**src/rtl/dct_pkg.sv**
```systemverilog
// dct_pkg: shared dct vector geometry and tag sizing helper
package dct_pkg;
    localparam int dct_data_width = 256;
    localparam int dct_lane_width = 32;
    localparam int dct_num_req    = 4;
    function automatic int dct_tag_bits(input int n);
        return (n > 1) ? $clog2(n) : 1;
    endfunction
    localparam int dct_tag_width = dct_tag_bits(dct_num_req);
endpackage

```
**src/rtl/dct_tag_fifo.sv**
```systemverilog
// dct_tag_fifo: in-order requester tags for vectors in flight inside the core
module dct_tag_fifo #(
    parameter int depth = 4,
    parameter int width = 2
) (
    input  logic                         clk,
    input  logic                         rstn,
    input  logic                         push,
    input  logic                         pop,
    input  logic [width-1:0]             din,
    output logic [width-1:0]             dout,
    output logic [$clog2(depth+1)-1:0]   count
);
    localparam int pw = (depth > 1) ? $clog2(depth) : 1;
    localparam int cw = $clog2(depth + 1);

    logic [width-1:0] mem [depth];
    logic [pw-1:0]    wp, rp;
    logic             do_push, do_pop;

    assign do_push = push && (count != cw'(depth));
    assign do_pop  = pop && (count != '0);
    assign dout    = mem[rp];

    // tag storage needs no reset; validity is tracked by count
    always_ff @(posedge clk) begin
        if (do_push) mem[wp] <= din;
    end

    // pointers wrap at depth; simultaneous push and pop leave count unchanged
    always_ff @(posedge clk or negedge rstn) begin
        if (!rstn) begin
            wp    <= '0;
            rp    <= '0;
            count <= '0;
        end else begin
            if (do_push) wp <= (wp == pw'(depth - 1)) ? '0 : wp + 1'b1;
            if (do_pop)  rp <= (rp == pw'(depth - 1)) ? '0 : rp + 1'b1;
            count <= count + cw'(do_push) - cw'(do_pop);
        end
    end
endmodule

```
**src/rtl/dct_core_arbiter.sv**
```systemverilog
// dct_core_arbiter: round-robin sharing of one dct core, results routed back by tag
module dct_core_arbiter
    import dct_pkg::*;
#(
    parameter int data_width = dct_data_width,
    parameter int num_req    = dct_num_req,
    parameter int max_out    = 4
) (
    input  logic                          clk,
    input  logic                          rstn,
    input  logic [num_req*data_width-1:0] req_i_data,
    input  logic [num_req-1:0]            req_i_valid,
    output logic [num_req-1:0]            req_o_ready,
    output logic [data_width-1:0]         req_o_data,
    output logic [num_req-1:0]            req_o_valid,
    input  logic [num_req-1:0]            req_i_ready,
    output logic [data_width-1:0]         core_i_data,
    output logic                          core_i_valid,
    input  logic                          core_o_ready,
    input  logic [data_width-1:0]         core_o_data,
    input  logic                          core_o_valid,
    output logic                          core_i_ready,
    output logic                          err_orphan
);
    localparam int tw = dct_tag_bits(num_req);
    localparam int cw = $clog2(max_out + 1);

    logic [tw-1:0] rr_ptr, gnt, head;
    logic [cw-1:0] count;
    logic          found, accept, pop, empty;

    // round-robin search from rr_ptr; the nearest valid requester wins
    always_comb begin
        gnt   = '0;
        found = 1'b0;
        for (int i = num_req - 1; i >= 0; i--) begin
            if (req_i_valid[(int'(rr_ptr) + i) % num_req]) begin
                gnt   = tw'((int'(rr_ptr) + i) % num_req);
                found = 1'b1;
            end
        end
    end

    assign accept       = rstn && found && (!core_i_valid || core_o_ready) && (count < cw'(max_out));
    assign empty        = (count == '0);
    assign core_i_ready = !empty && req_i_ready[head];
    assign pop          = core_o_valid && core_i_ready;
    assign req_o_data   = core_o_data;
    assign err_orphan   = rstn && core_o_valid && empty;

    // one-hot ready to the granted requester, one-hot valid to the tag owner
    always_comb begin
        req_o_ready = '0;
        req_o_valid = '0;
        for (int k = 0; k < num_req; k++) begin
            req_o_ready[k] = accept && (gnt == tw'(k));
            req_o_valid[k] = core_o_valid && !empty && (head == tw'(k));
        end
    end

    // stage register drives the core directly and holds until the core takes it
    always_ff @(posedge clk or negedge rstn) begin
        if (!rstn) begin
            core_i_valid <= 1'b0;
            core_i_data  <= '0;
            rr_ptr       <= '0;
        end else if (accept) begin
            core_i_valid <= 1'b1;
            core_i_data  <= req_i_data[gnt*data_width +: data_width];
            rr_ptr       <= (gnt == tw'(num_req - 1)) ? '0 : gnt + 1'b1;
        end else if (core_o_ready) begin
            core_i_valid <= 1'b0;
        end
    end

    dct_tag_fifo #(.depth(max_out), .width(tw)) u_tag_fifo (
        .clk   (clk),
        .rstn  (rstn),
        .push  (accept),
        .pop   (pop),
        .din   (gnt),
        .dout  (head),
        .count (count)
    );
endmodule

```
**config.mk**
```make
export PLATFORM = sky130hd
export DESIGN_NAME = dct_core_arbiter
export DESIGN_NICKNAME = d
export VERILOG_FILES = /design/src/rtl/dct_pkg.sv /design/src/rtl/dct_tag_fifo.sv /design/src/rtl/dct_core_arbiter.sv
export SDC_FILE = /design/constraint.sdc
export NUM_CORES = 1
export LEC_CHECK = 0
export CAP_MARGIN = 30
export CORE_AREA = 4 4 709 711
export CTS_CLUSTER_DIAMETER = 30
export DETAILED_ROUTE_END_ITERATION = 12
export DIE_AREA = 0 0 713 715
export PLACE_DENSITY = 0.3
export SLEW_MARGIN = 20
export SYNTH_ARGS = -nofsm -noshare
export SYNTH_HDL_FRONTEND = slang
export SYNTH_SLANG_ARGS = --single-unit
```
**constraint.sdc**
```tcl
create_clock -name clk -period 2.3 [get_ports clk]
set_input_delay 0.46 -clock clk [delete_from_list [all_inputs] [get_ports clk]]
set_output_delay 0.46 -clock clk [all_outputs]
set_load 0.05 [all_outputs]
```
== Word-level counts from Yosys, hierarchy flattened ==
Memories as Yosys holds them, arrays and structs flattened.
Index checks and enable logic that the tools add are counted.

* Bits in registers: 266
* Memories: 1
* Logic and storage cells: 91
* Memory bits (writable): 8
* Output and inout port bits: 523

* Multiplexer cells: 28
* Bitwise operators: 3
* Reduce and logical (&&, ||, !) cells: 29
* Equal/unequal tests: 9
* Shifts and indexed selects: 1
* Add/subtract/negate cells: 8
* Order comparisons: 6

{| class="wikitable"
|+ Memories
! name !! depth !! width !! rd ports !! clocked after Yosys merged registers in !! write ports !! RTL line !! RTL
|-
| u_tag_fifo.mem || 4 || 2 || 1 || 0 || 1 || dct_tag_fifo.sv:17 || <nowiki>logic [width-1:0] mem [depth];</nowiki>
|}

{| class="wikitable"
|+ Operators with widths
! operator !! number
|-
| $shiftx A1024 B11 Y256 || 1
|-
| $logic_and A1 B1 Y1 || 18
|-
| $mux W1 || 16
|-
| $mux W2 || 7
|-
| $eq A2 B2 Y1 const B || 6
|-
| $lt A3 B4 Y1 const B || 3
|-
| $bmux W1 S2 || 5
|-
| $add A2 B1 Y2 const B || 4
|-
| $lt A2 B3 Y1 const B || 2
|-
| $reduce_or A2 Y1 || 3
|-
| $add A2 B2 Y2 const B || 2
|-
| $eq A2 B1 Y1 const B || 2
|-
| $logic_not A2 Y1 || 2
|-
| $add A3 B1 Y3 || 1
|-
| $and A1 B1 Y1 const A || 3
|-
| $logic_not A3 Y1 || 1
|-
| $lt A3 B3 Y1 const B || 1
|-
| $ne A3 B3 Y1 const B || 1
|-
| $reduce_bool A3 Y1 || 1
|-
| $sub A3 B1 Y3 || 1
|-
| $logic_not A1 Y1 || 2
|-
| $reduce_bool A2 Y1 || 1
|-
| $logic_or A1 B1 Y1 || 1
|}

== Logic depth before layout (Yosys ltp) ==
* Depth after elaboration: 16
* Gate-level depth with buffers: 10

== Cells and area by module ==
From an unflattened synthesis, not the netlist that was laid out.

* Cells, all modules: 2117
* Area total of the unflattened synthesis: 20696.1 µm²

{| class="wikitable"
|+ By module, submodules not included
! module !! instances !! cells each !! sequential area each (µm²) !! area each (µm²)
|-
| dct_core_arbiter || 1 || 2070 || 6481.2 || 19951.6
|-
| dct_tag_fifo || 1 || 47 || 415.4 || 744.5
|}

== Worst setup path before layout ==
No wires, ideal clock.

* Kind: reg2reg
* Start point: reg u_tag_fifo.rp[0]
* End point: reg u_tag_fifo.count[2]
* Period minus slack after synthesis: 2.516 ns
* Stages on the path, launching flop included: 10
* Data arrival time: 2.393 ns
* Path buffers: 0
* Library setup time: 0.123 ns
* Slack: -0.216 ns
* Cell sequence: dfrtp_1 mux4_2 mux2i_1 mux2_2 nor2_2 ha_1 inv_1 ha_1 fa_1 xnor2_1

* Word-level cells in the longest chain between the ends: 7

{| class="wikitable"
|+ Ends and longest elaborated chain
! item !! RTL line !! RTL
|-
| start: declaration || dct_tag_fifo.sv:18 || <nowiki>logic [pw-1:0] wp, rp;</nowiki>
|-
| start signal: assignment || dct_tag_fifo.sv:38 || <nowiki>if (do_pop) rp <= (rp == pw'(depth - 1)) ? '0 : rp + 1'b1;</nowiki>
|-
| $mem_v2 Z4 W2 || n/a ||
|-
| $bmux W1 S2 || dct_core_arbiter.sv:46 || <nowiki>assign core_i_ready = !empty && req_i_ready[head];</nowiki>
|-
| $mux W1 (implied by the code) || dct_core_arbiter.sv:46 ||
|-
| $logic_and A1 B1 Y1 || dct_core_arbiter.sv:46 ||
|-
| $logic_and A1 B1 Y1 || dct_core_arbiter.sv:47 || <nowiki>assign pop = core_o_valid && core_i_ready;</nowiki>
|-
| $logic_and A1 B1 Y1 || dct_tag_fifo.sv:22 || <nowiki>assign do_pop = pop && (count != '0);</nowiki>
|-
| named net u_tag_fifo.do_pop || dct_tag_fifo.sv:19 || <nowiki>logic do_push, do_pop;</nowiki>
|-
| $sub A3 B1 Y3 || dct_tag_fifo.sv:39 || <nowiki>count <= count + cw'(do_push) - cw'(do_pop);</nowiki>
|-
| end signal: assignment || dct_tag_fifo.sv:39 ||
|-
| end: declaration || dct_tag_fifo.sv:12 || <nowiki>output logic [$clog2(depth+1)-1:0] count</nowiki>
|}

The timed path passes the listed nets, and every way through them passes these cells. The select of a mux whose other input is x is not followed.
A chain may end at the register's enable or synchronous reset.

== Worst setup path in the final report ==
* Start point: reg u_tag_fifo.rp[0]
* End point: out core_i_ready

* Word-level cells in the longest chain between the ends: 4

{| class="wikitable"
|+ Ends and longest elaborated chain
! item !! RTL line !! RTL
|-
| $mem_v2 Z4 W2 || n/a ||
|-
| $bmux W1 S2 || dct_core_arbiter.sv:46 ||
|-
| $mux W1 (implied by the code) || dct_core_arbiter.sv:46 ||
|-
| $logic_and A1 B1 Y1 || dct_core_arbiter.sv:46 ||
|-
| end: declaration || dct_core_arbiter.sv:22 || <nowiki>output logic core_i_ready,</nowiki>
|}

No other way between the ends. The select of a mux whose other input is x is not followed.

==> impl_metrics.yaml <==
status:
  status: "complete, but fails checks"
  violations: "negative setup slack"
yosys:
  synth_cell_type_count: 38
  synth_edf_count: 8
  synthArstFlopShare_pct: 97.1
  ys_seq_area_share_pct: 37.1
  synth_top_flop_cell: "dfrtp_1"
  syn_area_mm2: 0.0186
  avgSynthCellArea_um2: 10.5
  yosysWarnings: 0
  yosys_register_bits: 274
  syn-num-nets: 3078
  synth_cells: 1774
drt:
  dr.pass1.iters: 5
  avgViaCountPerCell: 2.35
  antenna_left: 0
  drt_iter0_markers: 1506
  wl_per_cell_um: 34.0
  met3_length_um: 49600
  maxUsedRoutingLayer: "met5"
  drt-met1-wl_um: 120000
  wl_met2_um: 154000
  routed_wirelength_um: 339000
  drc: 0
  vias: 23500
setup_path:
  slowest_delay_ns: 0.54
  cp_slowest_cell: "mux4_2"
  cp.arrival_ns: 2.90
  rr_worst_depth: 10
  path_cells: "mux4_2 > buf_12 > mux2i_1 > mux2_4 > buf_6 > nor2_4 > buf_12"
  path_max_fanout: 3
  r2r_setup_slack_ns: -0.54
  critPathTopFamily: "multiplexers"
  critical_path.startpoint: "u_tag_fifo.rp[0]$_DFFE_PN0P_"
  timing.rr.end: "u_tag_fifo.count[1]$_DFF_PN0_"
  worstReg2RegStart: "u_tag_fifo.rp[0]$_DFFE_PN0P_"
  cp-end-kind: "primary output"
  critical_path_class: "reg -> out"
  path_common_cell: "buf_12"
  setup.worst_path.start_class: "flip-flop"
  crit_buf_inv: 3
  required_ns: 1.84
sta:
  whs_ns: 0.169
  finalCriticalPeriod_ns: 3.36
  finalMaxSlewViolations: 0
  clock.fmax_ghz: 0.298
  worst_pin_slew_ns: 0.978
  setup_viol: 274
  hold_viol: 0
  rsz0062_at_grt: "yes"
  min_period_over_period_pct: 146
  fin_ws_ns: -1.06
  slew_headroom_pct: 34.8
  fin_skew_ns: 0.0636
global_route:
  grt_pass1_wl_um: 390000
  grtUsageTotal_pct: 12.6
  grt_max_degree: 78
  antenna_found_initial: 325
  gr-total-overflow: 0
  grt_pass1_vias: 24200
pwr:
  p_leak_nw: 18.4
  pwr-share-comb_pct: 58.7
  seq_power_share_pct: 14.2
  ir_drop_mv: 0.589
  p_clk_share_pct: 27.1
  power_density_mw_per_mm2: 1260
  total_power_mw: 61.1
  net-switching-power_mw: 27.4
  internal-power_mw: 33.7
  sw_frac_of_total_pct: 44.8
cells_and_area:
  final_util_pct: 9.75
  fin_area_mm2: 0.0484
  layout_common_cells: "clkdlybuf4s50_1 (1037), mux2i_1 (403), dfrtp_1 (265)"
  layout_commonest_cell: "clkdlybuf4s50_1"
  instances_no_fill: 9975
  fin_nets: 4494
  layout-drive-gt1-share_pct: 29.9
  syn2layout_area_growth_pct: 160
place:
  placed_area_mm2: 0.0395
  place_hpwl_um: 296000
  placed_cells: 9574
  place.port_buffers: 1302
  gp_congestion: 0.849
clock_tree:
  cts_buffer_depth: 4
  root_buffer: "clkbuf_16"
  cts_tree: "yes"
  cts_made_buffers: 123
  clk_latency_ns: 0.86
  clock_sinks: 274
  h-tree-depth: 3
  path_clk_slew_ns: 0.04
floorplanning:
  start_util_pct: 3.74
  rows: 259
  dieArea_mm2: 0.510
  die_y_um: 715
  coreArea_mm2: 0.496
  die_width_um: 713
  pin_count: 1815
worst_hold_path:
  worstHoldPathType: "in -> async"
job:
  cap_violations: 0
metrics by stage:
step / setup TNS (ns) / worst slack (ns)
floorplan: -0.464 / -0.193
global placement: -260.62 / -1.30
detailed placement: -253.27 / -1.26
CTS: -149.10 / -1.28
global route: -107.64 / -1.28
finish: -72.46 / -1.06
worst max path at each step:
stage / to / slack [ns] / cells after the start
2_1_floorplan: u_tag_fifo.count[1]$_DFF_PN0_ / -0.19 / 8
6_report: core_i_ready / -1.06 / 7
5_1_grt: core_i_ready / -1.28 / 7
4_1_cts: core_i_ready / -1.28 / 7
3_5_place_dp: core_i_data[116]$_DFFE_PN0P_ / -1.26 / 9
3_3_place_gp: core_i_data[116]$_DFFE_PN0P_ / -1.30 / 9
Yosys cell counts (all sizes together), types with 2 or more instances:
master    n  area [um2]
mux2i   514        5140
buf     368        2640
dfrtp   266        6660
nand2   264         991
o221ai  256        2240
clkbuf   30         128
ha       11         138
inv      11        41.3
and2      8        50.1
edfxtp    8         240
nor2      7        28.8
nor2b     4        25.0
o21ai     4        20.0
mux2      3        33.8
nand2b    3        18.8
mux4      2        45.0
or2       2        12.5
routing by layer:
| metal | track usage, % | up-vias |
|---|---|---|
| li1 | - | 9317 |
| met1 | 13.1 | 11200 |
| met4 | 3.83 | 170 |
| met3 | 8.30 | 823 |
| met5 | 1.41 | - |
| met2 | 20.3 | 1983 |
area by class of cell:
type	count	area, um2
Sequential cell	274	6900
Antenna cell	32	80.1
Fill cell	57200	448000
Clock inverter	25	357
Tap cell	6655	8330
Clock buffer	198	3810
Multi-Input combinational cell	1091	10600
Inverter	11	47.5
Timing Repair Buffer	1689	18300
sequential cells by signal, indices dropped and copies added (netlist names):
name and count:
u_tag_fifo.wp 2, u_tag_fifo.count 3, u_tag_fifo.rp 2, rr_ptr 2, core_i_data 256, core_i_valid 1
u_tag_fifo.mem 8
power groups by stage:
stage	clock network (mW)	logic (mW)	registers, mW
2_1_floorplan	0	9.67	15.7
3_3_place_gp	0	30.2	8.69
3_5_place_dp	0	30.2	8.70
4_1_cts	17.1	35.3	8.69
5_1_grt	17.3	37.9	8.94
6_report	16.5	35.9	8.69
worst register-to-register path, cell delays in order (launching register included):
cell	delay (ns)
dfrtp_1	0.38
mux4_2	0.54
buf_12	0.17
mux2i_1	0.14
mux2_4	0.35
buf_4	0.18
nor2_4	0.08
ha_1	0.23
inv_1	0.06
ha_2	0.17
fa_2	0.42
cells by family after synthesis:
| group | share of synthesized area [%] |
|---|---|
| muxes | 28.1 |
| and+or+nand+nor | 6.17 |
| xor gates and xnor gates | 0.0943 |
| buffers and inverters | 15.1 |
| AOI/OAI and AO/OA | 12.5 |
| adders and majority gates | 0.849 |
| DFF | 37.1 |
timing repair:
action / CTS / global route
cloned: 29 / 15
hold buffers: 0 / 0
setup buffers: 118 / 30
setup endpoints to repair: 462 / 278
resized for setup: 753 / 187
pin swaps: 75 / 12
endpoints found under the hold margin: 0 / 0
Note: power is estimated with default switching activity, not from simulation.
